--- src/rtl/mmio_pkg.sv ---
// Shared constants, funct3 encoding and timebase helper for the MMIO responder.
package mmio_pkg;

  localparam logic [31:0] MMIO_DUTY   = 32'hFFFF_FFFC;
  localparam logic [31:0] MMIO_MILLIS = 32'hFFFF_FFF8;
  localparam logic [31:0] MMIO_MICROS = 32'hFFFF_FFF4;

  typedef enum logic [2:0] {
    F3_B  = 3'b000,
    F3_H  = 3'b001,
    F3_W  = 3'b010,
    F3_BU = 3'b100,
    F3_HU = 3'b101
  } funct3_e;

  // Clock cycles per microsecond; the clock must be an exact multiple of 1 MHz.
  function automatic int unsigned prescale_of(input int unsigned clk_hz);
    return clk_hz / 1_000_000;
  endfunction

endpackage

--- src/rtl/mmio_timebase.sv ---
// Free-running micros/millis counters derived from the system clock.
module mmio_timebase
  import mmio_pkg::*;
#(
  parameter int unsigned PRESCALE = 12
) (
  input  logic        clk,
  input  logic        reset,
  output logic [31:0] micros,
  output logic [31:0] millis
);

  localparam int unsigned PW = (PRESCALE > 1) ? $clog2(PRESCALE) : 1;

  logic [PW-1:0] presc_q, presc_d;
  logic [9:0]    ms_q, ms_d;
  logic [31:0]   micros_q, micros_d;
  logic [31:0]   millis_q, millis_d;
  logic          us_tick;

  always_comb begin
    us_tick  = (presc_q == PW'(PRESCALE - 1));
    presc_d  = us_tick ? '0 : presc_q + 1'b1;
    micros_d = micros_q;
    millis_d = millis_q;
    ms_d     = ms_q;
    if (us_tick) begin
      micros_d = micros_q + 32'd1;
      if (ms_q == 10'd999) begin
        ms_d     = '0;
        millis_d = millis_q + 32'd1;
      end else begin
        ms_d = ms_q + 10'd1;
      end
    end
  end

  always_ff @(posedge clk) begin
    if (!reset) begin
      presc_q  <= '0;
      ms_q     <= '0;
      micros_q <= '0;
      millis_q <= '0;
    end else begin
      presc_q  <= presc_d;
      ms_q     <= ms_d;
      micros_q <= micros_d;
      millis_q <= millis_d;
    end
  end

  assign micros = micros_q;
  assign millis = millis_q;

endmodule

--- src/rtl/mmio_responder.sv ---
// MMIO responder for the 0xFFFFFFF0 window: PWM duty register plus micros/millis counters.
module mmio_responder
  import mmio_pkg::*;
#(
  parameter int unsigned CLK_FREQ_HZ    = 12_000_000,
  parameter bit          OUT_ACTIVE_LOW = 1'b1
) (
  input  logic        clk,
  input  logic        reset,
  input  logic        req_valid,
  input  logic        req_write,
  input  logic [31:0] req_addr,
  input  logic [31:0] req_wdata,
  input  logic [2:0]  req_funct3,
  output logic        rsp_valid,
  output logic [31:0] rsp_rdata,
  output logic        rsp_err,
  output logic        LED,
  output logic        RGB_B,
  output logic        RGB_G,
  output logic        RGB_R
);

  localparam int unsigned PRESCALE = prescale_of(CLK_FREQ_HZ);

  logic [31:0] micros, millis;

  mmio_timebase #(.PRESCALE(PRESCALE)) u_timebase (
    .clk    (clk),
    .reset  (reset),
    .micros (micros),
    .millis (millis)
  );

  logic [31:0] duty_q, duty_d;
  logic [31:0] rsp_rdata_q, rsp_rdata_d;
  logic        rsp_valid_q, rsp_valid_d;
  logic        rsp_err_q, rsp_err_d;
  logic [7:0]  pwm_cnt_q, pwm_cnt_d;
  logic [3:0]  pins_q, pins_d;

  logic        hit, legal, aligned, acc_err;
  logic [31:0] word_addr, rd_word, rd_shift, ld_data, wr_mask;
  logic [4:0]  shamt;

  always_comb begin
    word_addr = {req_addr[31:2], 2'b00};
    shamt     = {req_addr[1:0], 3'b000};
    hit       = (req_addr[31:4] == 28'hFFF_FFFF);
    legal     = 1'b1;
    aligned   = 1'b1;
    wr_mask   = '0;
    ld_data   = '0;
    rd_word   = '0;
    if (hit) begin
      case (word_addr)
        MMIO_DUTY:   rd_word = duty_q;
        MMIO_MILLIS: rd_word = millis;
        MMIO_MICROS: rd_word = micros;
        default:     rd_word = '0;
      endcase
    end
    rd_shift = rd_word >> shamt;

    // Unsigned widths leave wr_mask at zero, so bu/hu stores write nothing.
    case (req_funct3)
      F3_B: begin
        ld_data = {{24{rd_shift[7]}}, rd_shift[7:0]};
        wr_mask = 32'h0000_00FF << shamt;
      end
      F3_BU: ld_data = {24'h0, rd_shift[7:0]};
      F3_H: begin
        aligned = ~req_addr[0];
        ld_data = {{16{rd_shift[15]}}, rd_shift[15:0]};
        wr_mask = 32'h0000_FFFF << shamt;
      end
      F3_HU: begin
        aligned = ~req_addr[0];
        ld_data = {16'h0, rd_shift[15:0]};
      end
      F3_W: begin
        aligned = (req_addr[1:0] == 2'b00);
        ld_data = rd_shift;
        wr_mask = '1;
      end
      default: legal = 1'b0;
    endcase
    acc_err = ~legal | ~aligned;

    duty_d = duty_q;
    if (req_valid && req_write && !acc_err && hit && word_addr == MMIO_DUTY)
      duty_d = (duty_q & ~wr_mask) | ((req_wdata << shamt) & wr_mask);

    rsp_valid_d = req_valid;
    rsp_err_d   = req_valid & acc_err;
    rsp_rdata_d = (req_valid && !req_write && !acc_err) ? ld_data : '0;

    pwm_cnt_d = pwm_cnt_q + 8'd1;
    pins_d    = '0;
    for (int unsigned i = 0; i < 4; i++)
      pins_d[i] = (pwm_cnt_q < duty_q[8*i +: 8]) ^ OUT_ACTIVE_LOW;
  end

  always_ff @(posedge clk) begin
    if (!reset) begin
      duty_q      <= '0;
      rsp_valid_q <= 1'b0;
      rsp_err_q   <= 1'b0;
      rsp_rdata_q <= '0;
      pwm_cnt_q   <= '0;
      pins_q      <= {4{OUT_ACTIVE_LOW}};
    end else begin
      duty_q      <= duty_d;
      rsp_valid_q <= rsp_valid_d;
      rsp_err_q   <= rsp_err_d;
      rsp_rdata_q <= rsp_rdata_d;
      pwm_cnt_q   <= pwm_cnt_d;
      pins_q      <= pins_d;
    end
  end

  assign rsp_valid = rsp_valid_q;
  assign rsp_err   = rsp_err_q;
  assign rsp_rdata = rsp_rdata_q;
  assign LED       = pins_q[0];
  assign RGB_B     = pins_q[1];
  assign RGB_G     = pins_q[2];
  assign RGB_R     = pins_q[3];

endmodule

--- config.mk ---
export PLATFORM = sky130hd
export DESIGN_NAME = mmio_responder
export DESIGN_NICKNAME = d
export VERILOG_FILES = /design/src/rtl/mmio_pkg.sv /design/src/rtl/mmio_timebase.sv /design/src/rtl/mmio_responder.sv
export SDC_FILE = /design/constraint.sdc
export NUM_CORES = 1
export LEC_CHECK = 0
export ABC_AREA = 1
export CAP_MARGIN = 15
export CORE_UTILIZATION = 45
export CTS_CLUSTER_DIAMETER = 120
export DETAILED_ROUTE_END_ITERATION = 8
export PLACE_DENSITY_LB_ADDON = 0.2
export SLEW_MARGIN = 20
export SYNTH_ARGS = -nofsm -noshare
export SYNTH_HDL_FRONTEND = slang
export SYNTH_SLANG_ARGS = --single-unit
--- constraint.sdc ---
create_clock -name clk -period 2.15 [get_ports clk]
set_input_delay 0.43 -clock clk [delete_from_list [all_inputs] [get_ports clk]]
set_output_delay 0.43 -clock clk [all_outputs]
set_load 0.1 [all_outputs]
==> results_dict.tcl, run 1 <==
set metrics [dict create \
    min_period_ps 2060 \
    synth_cell_types 50 \
    yosysWarnings 0 \
    slowest_delay_ps 290 \
    synth_flop_cell "dfxtp_1" \
    start_kind "primary input" \
    netlist_area_sq_um 9290 \
    postPlaceCellArea_sq_um 11600 \
    async_flop_share_pct 0 \
    grt_max_degree 45 \
    ys_seq_elements 156 \
    ios 109 \
    grt_usage_pct 31.2 \
    grt_setup_unrepaired "yes" \
    cpMostUsedCell "nand2_2" \
    cp.arrival_ps 2440 \
    fp.dieW_um 146 \
    antenna_left 0 \
    timing.rr.start "u_timebase.presc_q[1]" \
    drv_cap 0 \
    cts_tree "done" \
    die-area_sq_um 21200 \
    grt_pass1_vias 9799 \
    antenna_cells 0 \
    worstSetupPathType "in2reg" \
    n_fill_cell 1818 \
    antenna_found_initial 0 \
    final_nets 1754 \
    slew_headroom_pct 52.7 \
    wl_um 33300 \
    clock_skew_ps 17.9 \
    crit_family "simple AND/OR/NAND/NOR gates" \
    hold_slack_ps 415 \
    fin_area_sq_um 13000 \
    busiest_layer "met2" \
    required_ps 2530 \
    detail_route.iter0.violations 920 \
    path_max_fanout 9 \
    end_kind "flip-flop" \
    instances_no_fill 1932 \
    p_leak_nw 5.52 \
    num_vias 10700 \
    setup_viol 0 \
    drive_gt1_share_pct 24.2 \
    area_delta_synth_final_pct 39.8 \
    clkTransAtPathRegs_ps 60 \
    drc 0 \
    fin_setup_tns_ps 0 \
    worst_pin_slew_ps 708 \
    htreeDepth 4 \
    avgSynthCellArea_sq_um 6.70 \
    use_met1_pct 40.7 \
    clk_path_buf_depth 2 \
    crit_chain "clkdlybuf4s15_1 -> nand2_2 -> buf_4 -> buf_6 -> nor3_4 -> nand2_2 -> nor2_4 -> nand2_4 -> inv_6 -> nand2_2 -> nand3_2 -> nand2_2 -> nand2_2 -> nand2_2 -> a21oi_4 -> nor2_1 -> nor2_1" \
    fmax_mhz 485 \
    die_height_um 146 \
    ir_worst_vdd_mv 0.524 \
    grt_first_pass_wirelength_um 51800 \
    grt_use_met3_pct 5.42 \
    hold_depth 3 \
    crit_path_top_delay_cell "a21oi_4" \
    p_total_mw 6.64 \
    mostFrequentLayoutCells "nand2_1 (284), buf_4 (195), dfxtp_1 (152)" \
    status "completed" \
    power_density_nw_per_um2 511 \
    viasPerCell 5.52 \
    reg2reg_slack_ps 130 \
    synth.net_count 1492 \
    mostFrequentLayoutCell "nand2_1" \
    dr.pass1.iters 5 \
    worstHoldStart "reset" \
    min_period_over_period_pct 95.9 \
    netlist_instances 1388 \
    hold_end "pwm_cnt_q[1]" \
    cts_root_buffer "clkbuf_16" \
    dp_cells 1872 \
    numClockSinks 156 \
    port_buffers 108 \
    overflow 0 \
    start_util_pct 45.9 \
    slew_violations 0 \
    grt_use_met2_pct 51.3 \
    finalHoldViolCount 0 \
    rr_endpoint "u_timebase.millis[26]" \
    cts_inserted_buffers 17 \
    worst-r2r-cell-count 12 \
    place.gp.congestion 0.963 \
    routedWlPerCell_um 17.2 \
    fp-row-count 52 \
    ys_seq_area_share_pct 33.6 \
    insertion_delay_ps 440 \
    core-area_sq_um 20200 \
    hpwlAfterDp_um 25200 \
    hp-class "in2reg" \
    synth-edff-count 0 \
    critPathBufInv 4 \
]
## how the worst max path moves through the flow
stage                     startpoint                     to  slack [ps]  cells after the start
2_1_floorplan            req_addr[9]              flip-flop         200                     12
3_3_place_gp            req_addr[15]          rsp_rdata[17]        -780                     16
3_5_place_dp            req_addr[15]          rsp_rdata[19]        -760                     17
4_1_cts                 req_addr[11]          rsp_rdata[22]         -10                     17
5_1_grt        u_timebase.presc_q[1]  u_timebase.millis[26]         -70                     12
6_report                 req_addr[5]          rsp_rdata[25]          90                     17
## repair_timing
action | 4_1_cts | 5_1_grt
cloned | 3 | 1
endpoints found under the setup margin | 55 | 89
gates resized for setup | 115 | 85
hold buffers | 0 | 0
pin swaps | 45 | 57
setup buffers | 20 | 7
## report_power, final
part / switching, mW / leakage, nW / internal (mW)
Combinational: 0.419 / 3.99 / 0.312
Sequential: 0.0173 / 1.26 / 2.91
Clock: 1.27 / 0.266 / 1.71
## through the flow
stage | setup WS [ps] | utilization [%]
6_report | 89.0 | 64.2
3_5_place_dp | -764 | 57.4
2_1_floorplan | 203 | -
3_3_place_gp | -776 | 57.4
4_1_cts | -10.6 | 62.7
5_1_grt | -67.9 | 64.2
## final cells by class
class                           count  area (sq um)  share of cell area (%)
Clock inverter                     12           139                    1.07
Clock buffer                       19           433                    3.33
Sequential cell                   156          3130                    24.1
Tap cell                          270           338                    2.60
Timing Repair Buffer              287          2460                    18.9
Multi-Input combinational cell   1038          5910                    45.5
Timing Repair inverter              1          7.51                  0.0578
Inverter                          149           582                    4.48
## tightest hold or removal path, cell delays in order
cell and delay (ps):
buf_2 230, nand2_1 110, inv_1 30
## per-layer routing
metal	wire length, um	vias up
met5	0	-
met4	976	0
met3	2440	61
met2	15500	406
met1	14400	4995
li1	-	5198
## logic make-up after synthesis
logic type / synth area share [%]
simple gates: 33.5
fa+ha+maj: 4.44
xor+xnor: 2.64
compound gates: 16.7
flops: 33.6
mux: 0.862
buf+inv: 8.23
## synthesized netlist by cell type, types with 11 or more instances
cell type    n  area (sq um)
a21oi_1    123           616
clkbuf_1    30           113
dfxtp_1    156          3120
ha_1        33           413
inv_1      133           499
inv_2       13          48.8
nand2_1    324          1220
nand2_2     12          75.1
nand3_1     92           460
nand4_1     40           250
nor2_1     160           601
nor3_1      28           140
nor4_1      12          75.1
o211ai_1    19           143
o21ai_0     66           330
o22ai_1     11          68.8
xor2_1      19           166
Power figures use the tool's default switching activity.
==> inputs of run 2 (changes only) <==
PLACE_DENSITY = 0.66   (was default)
PLACE_DENSITY_LB_ADDON = default   (was 0.2)
==> results_dict.tcl, run 2 (synthesized netlist as in run 1, its figures left out) <==
set metrics [dict create \
    status "completed" \
    drc 0 \
    drive_gt1_share_pct 21.8 \
    n_fill_cell 1844 \
    antenna_left 0 \
    timing.rr.start "u_timebase.presc_q[1]" \
    reg2reg_slack_ps 150 \
    fp-row-count 52 \
    worst_pin_slew_ps 454 \
    grt_first_pass_wirelength_um 51000 \
    mostFrequentLayoutCell "nand2_1" \
    seqPwrFrac_pct 44.7 \
    start_util_pct 45.9 \
    grt_max_degree 45 \
    postPlaceCellArea_sq_um 11500 \
    min_period_ps 2040 \
    routedWlPerCell_um 17.5 \
    ios 109 \
    min_period_over_period_pct 95.1 \
    intPower_mw 4.75 \
    slew_headroom_pct 69.3 \
    comb_power_share_pct 11.0 \
    p_sw_share_pct 27.4 \
    hp-class "in2reg" \
    crit_chain "clkdlybuf4s50_1 -> inv_1 -> o21ai_0 -> a21oi_1 -> a21oi_1 -> nand3_1 -> nor2_2 -> nand2_2 -> inv_2 -> nand2_2 -> o21ai_0 -> a21oi_1" \
    fp.dieW_um 146 \
    cts_inserted_buffers 17 \
    ir_worst_vdd_mv 0.463 \
    grt_pass1_vias 9629 \
    multiInputGateArea_sq_um 5840 \
    antenna_found_initial 1 \
    power_density_nw_per_um2 513 \
    finalHoldViolCount 0 \
    hold_buffers 0 \
    cpMostUsedCell "a21oi_1" \
    end_kind "flip-flop" \
    cts_root_buffer "clkbuf_16" \
    cts_tree "done" \
    seq_area_sq_um 3130 \
    grt_setup_unrepaired "yes" \
    rr_endpoint "u_timebase.millis[26]" \
    insertion_delay_ps 440 \
    crit_path_top_delay_cell "clkdlybuf4s50_1" \
    place.gp.congestion 1.01 \
    worstSetupPathType "in2reg" \
    final_nets 1730 \
    slew_violations 0 \
    die_height_um 146 \
    numClockSinks 156 \
    switching_power_mw 1.79 \
    cp.arrival_ps 2360 \
    p_leak_nw 5.52 \
    detail_route.iter0.violations 901 \
    htreeDepth 4 \
    fin_setup_tns_ps 0 \
    die-area_sq_um 21200 \
    hpwlAfterDp_um 25400 \
    setup_viol 0 \
    grt_usage_pct 30.9 \
    slowest_delay_ps 500 \
    required_ps 2460 \
    drv_cap 0 \
    viasPerCell 5.52 \
    start_kind "primary input" \
    fin_area_sq_um 12700 \
    clk_path_buf_depth 2 \
    mostFrequentLayoutCells "nand2_1 (293), buf_4 (179), dfxtp_1 (152)" \
    overflow 0 \
    clock_skew_ps 11.4 \
    core-area_sq_um 20200 \
    num_vias 10500 \
    wl_um 33500 \
    area_delta_synth_final_pct 37.0 \
    p_total_mw 6.54 \
    power.share.clock_pct 44.2 \
    port_buffers 108 \
    startpoint "req_funct3[0]" \
    clkTransAtPathRegs_ps 70 \
    dr.pass1.iters 6 \
    fmax_mhz 489 \
    path_max_fanout 6 \
    worst-r2r-cell-count 12 \
]
==> run 2: worst max-delay path: cells and delay by family <==
family	cells	cell delay (ps)
AOI/OAI and AO/OA	5	810
buffers and inverters	3	640
and+or+nand+nor	4	470
==> run 2: power by group through the flow <==
stage	Combinational, mW	Clock [mW]	Sequential (mW)
after global placement	0.675	0	2.99
after detailed placement	0.677	0	2.99
final	0.720	2.89	2.93
after floorplan	0.281	0	3.07
after CTS	0.686	2.93	2.92
after global routing	0.775	3.06	2.93
==> run 2: how the worst min path moves through the flow <==
| stage | endpoint | startpoint | cells past startpoint |
|---|---|---|---|
| 3_3_place_gp | flip-flop | flip-flop | 2 |
| 3_5_place_dp | flip-flop | flip-flop | 2 |
| 4_1_cts | rsp_valid | reset | 3 |
| 6_report | rsp_valid | reset | 3 |
| 2_1_floorplan | u_timebase.presc_q[0] | u_timebase.presc_q[0] | 1 |
| 5_1_grt | rsp_valid | reset | 3 |
==> run 2: routing by layer <==
| layer | vias up | share of wire [%] | track usage, % |
|---|---|---|---|
| met4 | 0 | 4.4 | 15.1 |
| met2 | 476 | 46 | 49.1 |
| met5 | - | 0 | 0 |
| met1 | 4834 | 42 | 39.3 |
| li1 | 5140 | - | - |
| met3 | 99 | 8.3 | 7.43 |
==> run 2: what timing repair did <==
item | in CTS | in global routing
buffers inserted | 2 | 12
setup endpoints to repair | 23 | 82
gates cloned | 1 | 3
resized for setup | 16 | 142
pin swaps | 3 | 60
==> run 2: per-stage QoR <==
stage	utilization [%]	hold slack, ps	setup WS (ps)	cells
2_1_floorplan	-	418	203	1388
3_3_place_gp	56.8	453	-500	1859
3_5_place_dp	56.8	466	-522	1859
4_1_cts	60.0	383	10.2	1894
5_1_grt	62.9	405	-23.6	1909
6_report	62.9	397	106	1910
==> run 2: layout make-up <==
class | instances | area share [%]
Inverter | 149 | 4.55
Multi-Input combinational cell | 1039 | 45.9
Clock buffer | 18 | 3.45
Clock inverter | 14 | 0.874
Antenna cell | 1 | 0.0197
Timing Repair Buffer | 263 | 18.0
Sequential cell | 156 | 24.6
Tap cell | 270 | 2.65
==> inputs of run 3 (changes only) <==
CORE_MARGIN = 5   (was default)
==> results_dict.tcl, run 3 (synthesized netlist as in run 1, its figures left out) <==
set metrics [dict create \
    status "completed" \
    area_delta_synth_final_pct 37.7 \
    hold_slack_ps 423 \
    required_ps 2530 \
    postPlaceCellArea_sq_um 11400 \
    insertion_delay_ps 440 \
    drive_gt1_share_pct 22.6 \
    hpwlAfterDp_um 25500 \
    fp-row-count 52 \
    clkTransAtPathRegs_ps 70 \
    grt_pass1_vias 9945 \
    grt_max_degree 45 \
    fin_setup_tns_ps 0 \
    worstSetupPathType "in2reg" \
    slew_headroom_pct 51.7 \
    instances_no_fill 1909 \
    setup_viol 0 \
    fmax_mhz 485 \
    dp_cells 1850 \
    drc 0 \
    hp-class "in2reg" \
    cts_root_buffer "clkbuf_16" \
    grt_usage_pct 27.4 \
    final_nets 1730 \
    viasPerCell 5.57 \
    die_height_um 154 \
    routedWlPerCell_um 17.8 \
    min_period_ps 2060 \
    num_vias 10600 \
    slew_violations 0 \
    dr_wl_met3_um 2650 \
    hold_end "rsp_valid" \
    core-area_sq_um 20300 \
    start_util_pct 45.8 \
    numClockSinks 156 \
    drv_cap 0 \
    die-area_sq_um 23600 \
    dr.pass1.iters 5 \
    worst_pin_slew_ps 723 \
    antenna_left 0 \
    timing.rr.start "u_timebase.micros[0]" \
    worstHoldStart "reset" \
    wl_um 34000 \
    highest_layer "met4" \
    port_buffers 108 \
    ios 109 \
    ir_worst_vdd_mv 0.505 \
    met2WireLength_um 15600 \
    cp.arrival_ps 2440 \
    hold_depth 3 \
    wl_met1_um 14400 \
    clock_skew_ps 9.81 \
    finalHoldViolCount 0 \
    mostFrequentLayoutCell "nand2_1" \
    overflow 0 \
    min_period_over_period_pct 95.8 \
    fin_area_sq_um 12800 \
    worst-r2r-cell-count 10 \
    fp.dieW_um 154 \
    htreeDepth 4 \
    p_leak_nw 5.47 \
    reg2reg_slack_ps 170 \
    cts_tree "done" \
    start_kind "primary input" \
    end_kind "flip-flop" \
    cts_inserted_buffers 17 \
    grt_first_pass_wirelength_um 52100 \
    utilization_pct 63.1 \
    place.gp.congestion 0.989 \
    detail_route.iter0.violations 982 \
    antenna_cells 0 \
    antenna_found_initial 0 \
    clk_path_buf_depth 2 \
    rr_endpoint "u_timebase.micros[28]" \
    path_max_fanout 6 \
    power_density_nw_per_um2 529 \
    mostFrequentLayoutCells "nand2_1 (286), buf_4 (177), dfxtp_1 (153)" \
]
## run 3: changes by cell type in the layout (fill, tap and decap cells not counted), moves of 4 or more
| cell | change |
|---|---|
| o21ai_1 | +6 |
| nand2_4 | -5 |
| clkinv_4 | +4 |
| nand2_2 | +10 |
| nand2_1 | -7 |
| o21ai_0 | -7 |
| nand3_2 | +8 |
| nand3_1 | -6 |
| buf_6 | +7 |
## run 3: cell type report
type / instances / area (sq um)
fillers: 1907 / 7500
multi-input cells: 1038 / 5850
flip-flops and latches: 156 / 3130
repair buffers: 264 / 2310
inverters: 149 / 579
clock buffers: 19 / 433
well taps: 270 / 338
clock inverters: 13 / 169
## run 3: repair_timing
item | in CTS | in global routing
pin swaps | 3 | 66
resized for setup | 26 | 154
hold buffers | 0 | 0
gates cloned | 1 | 1
endpoints found under the setup margin | 36 | 77
setup buffers | 2 | 24
## run 3: power by group
| group | leakage, nW | switching, mW | internal [mW] |
|---|---|---|---|
| Sequential | 1.26 | 0.0166 | 2.91 |
| Combinational | 3.93 | 0.419 | 0.300 |
| Clock | 0.280 | 1.29 | 1.83 |
## run 3: metrics by stage
step / total power, mW / setup WS (ps)
final: 6.77 / 90.1
after global routing: 7.01 / -41.6
after CTS: 6.76 / -17.9
after detailed placement: 3.66 / -576
after global placement: 3.66 / -563
after floorplan: 3.35 / 203
## run 3: worst max-delay path by stage
stage	from	end	slack [ps]	cells past startpoint
6_report	req_addr[27]	rsp_rdata[19]	90	17
5_1_grt	req_funct3[0]	flip-flop	-40	13
4_1_cts	req_addr[15]	rsp_rdata[17]	-20	17
3_5_place_dp	req_addr[29]	rsp_rdata[10]	-580	13
3_3_place_gp	req_addr[29]	rsp_rdata[10]	-560	13
2_1_floorplan	req_addr[9]	flip-flop	200	12
## run 3: metal layers
| layer | vias up | global-route usage, % |
|---|---|---|
| met1 | 4937 | 35.9 |
| li1 | 5137 | - |
| met5 | - | 0 |
| met2 | 457 | 44.1 |
| met3 | 93 | 5.76 |
| met4 | 0 | 10.9 |
## run 3: worst max-delay path, stage by stage
cell and delay (ps):
clkdlybuf4s50_1 470, nand2_2 70, nor2_4 120, nand2_4 90
nor2_4 140, buf_6 140, nand2_4 60, inv_4 70
buf_4 140, nand2_1 80, o211ai_2 130, nand2_1 100
o21ai_2 100, nand2_1 100, nand3_1 120, nand2_1 50
inv_1 40
==> variant, RTL diff (flow settings as in run 2) <==
The parameter `OUT_ACTIVE_LOW` goes from 1'b1 to 1'b0.
--- a/src/rtl/mmio_responder.sv
+++ b/src/rtl/mmio_responder.sv
@@ -3,7 +3,7 @@
   import mmio_pkg::*;
 #(
   parameter int unsigned CLK_FREQ_HZ    = 12_000_000,
-  parameter bit          OUT_ACTIVE_LOW = 1'b1
+  parameter bit          OUT_ACTIVE_LOW = 1'b0
 ) (
   input  logic        clk,
   input  logic        reset,
Behaviour: not the same (Yosys sat finds a counterexample within 4 cycles, from zero or initial values and one cycle with reset low).
==> variant against run 2 <==
  * Area after synthesis fell by 0.18%
  * Die area shrank 0.17%
  * Maximum frequency rose by 1.6%
  * Worst hold slack better by 0.055 ns
  * Design area is 0.42% lower
  * Worst setup slack improved by 0.033 ns
  * Sequential cell count unchanged
  * Via count is 4.0% lower
  * Count of clock-buffer cells in the layout shrank 1
  * Wire length decreased by 8.3%
  * Total power up 3.5%
==> variant: results (changes against run 2) <==
Pwr
  – Peak supply drop: 0.6129 mV (+32%)
  – Combinational Power Share: 10.1% (-0.9 points)
  – Static leakage power: 5.650 nW (+2.3%)
  – Total combinational power: 0.685 mW (-4.9%)
  – Share of total power in the clock network: 46.7% (+2.5 points)
  – Internal portion of total power: 4.958 mW (+4.5%)

Drt
  – Initial drt markers: 883 (-2.0%)
  – Number of iterations in the first detailed-routing pass: 7 (+1)
  – Detailed-route vias per instance: 5.393 (-2.4%)
  – Average detailed-routed wire length per instance: 16.36 um (-6.8%)

Synthesis
  – Synth Flop Type: sky130_fd_sc_hd__dfxtp_1
  – Sequential-to-total area share from yosys stat: 33.66% (+0.059 points)
  – Cells after Synth: 1360 (-2.0%)
  – Cell types occupying the most area after synthesis: sky130_fd_sc_hd__dfxtp_1 (34%), sky130_fd_sc_hd__nand2_1 (13%), sky130_fd_sc_hd__inv_1 (6.2%)
  – Net Count, Synth: 1464 (-1.9%)
  – Count of distinct cell types in the synthesized netlist: 56 (+12%)
  – Top post-synthesis cells by count: sky130_fd_sc_hd__nand2_1 (318), sky130_fd_sc_hd__dfxtp_1 (156), sky130_fd_sc_hd__inv_1 (153)

Clock network
  – Number of buffers created by CTS: 17 (unchanged)
  – Postcts setup bufs: 0 (-2)
  – Number of H-tree levels: 4 (unchanged)
  – Cells resized by post-CTS repair: 11 (-5)

Setup path
  – Cell family with most CP delay: simple AND/OR/NAND/NOR gates
  – Slowest stage delay, CP: 0.37 ns (-0.13 ns)
  – Reg-to-reg critical path endpoint: u_timebase.micros[30]
  – Logic depth of the worst register-to-register path: 9 (-3)
  – Reg2Reg Launch Point: u_timebase.micros[0]
  – Arrival @ worst endpoint: 2.34 ns (-0.02 ns)
  – Critical path's slowest cell: sky130_fd_sc_hd__nor4_1
  – Critical Path Fanout Max: 3 (-3)

Run status
  – Result of the run: finished clean

Place
  – Post-place instance area: 0.01148 mm2 (-0.15%)
  – Placement-stage worst setup slack: -0.5191 ns (+0.003083 ns)
  – Detailed Place HPWL: 23460 um (-7.7%)
  – Routability cong.: 0.9440 (-6.2%)
  – Dpl cells: 1832 (-1.5%)

Global route
  – Global-route wire length before repair: 47800 um (-6.3%)
  – Number of antenna violations at the first check in global routing: 1 (unchanged)
  – Number of global-route vias before repair: 9260 (-3.8%)
  – Largest net degree at the start of global routing: 47 (+4.4%)
  – Overall Global Routing Usage: 28.63% (-2.3 points)

Worst hold path
  – Hold path cells: 1 (-2)
  – Hold path endpoint: u_timebase.presc_q[0]
  – Hold path startpoint: u_timebase.presc_q[0]
  – Class of the most critical hold timing path: flip-flop to flip-flop

Timing
  – Fin Clk Skew: 0.008395 ns (-0.002983 ns)
  – Min Hold Slack: 0.4514 ns (+0.05454 ns)
  – Transition time of the tightest slew-check pin: 0.5469 ns (+0.09245 ns)

Final layout
  – Post-layout net count: 1699 (-1.8%)
  – Layout cells sized above 1: 21.89% (+0.048 points)
  – Layout fillers: 1840 (-0.22%)
  – Final instance count without filler cells: 1878 (-1.7%)
  – Final design utilization: 62.67% (-0.27 points)
  – Number of diodes added for antenna fixing: 0 (-1)
==> variant: changes by cell type in the layout (fill, tap and decap cells not counted), sizes merged, moves of 7 or more <==
cell,before,now
a21oi,124,109
a31oi,0,9
inv,152,171
nand2,337,330
nand3,95,105
nand4,41,31
nor2,171,152
nor3,33,42
o21ai,73,61
o221ai,7,15
==> variant: worst max-delay path by stage <==
stage	from	to	slack, ns	cells past startpoint
6_report	u_timebase.micros[0]	u_timebase.micros[30]	0.14	9
5_1_grt	u_timebase.presc_q[0]	u_timebase.micros[30]	-0.05	9
4_1_cts	req_addr[25]	rsp_rdata[17]	0.003	17
3_5_place_dp	req_addr[9]	rsp_rdata[17]	-0.52	17
3_3_place_gp	req_addr[9]	rsp_rdata[11]	-0.48	15
2_1_floorplan	req_addr[30]	flip-flop	0.21	11
==> variant: final cells by class <==
type | count | area share (%)
clock buffer | 17 | 3.355
clock inverter | 15 | 1.401
inverter | 164 | 4.933
multi-input combinational | 995 | 44.65
sequential | 156 | 24.71
tap | 270 | 2.664
timing repair buffer | 261 | 18.29
==> variant: cells by family (layout without fill, tap and decap cells) <==
kind of cell             Yosys count  after routing  share of synthesized area (%)
XOR/XNOR                          30             30                          2.832
flip-flops                       156            156                          33.66
AO/OA/AOI/OAI                    247            247                          15.83
adder cells (fa/ha/maj)           33             33                          4.450
multiplexers                       6              6                         0.6474
AND/OR/NAND/NOR                  678            679                          33.35
buffers and inverters            210            457                          9.224
==> variant: routing by layer <==
metal	wire [um]	vias up	share of wire [%]	GRT usage [%]
met4	971	2	3.2	12.63
met1	12980	4689	42	36.55
met3	2190	60	7.1	4.859
li1	-	5006	-	-
met5	9	-	0.029	0
met2	14570	371	47	47.48
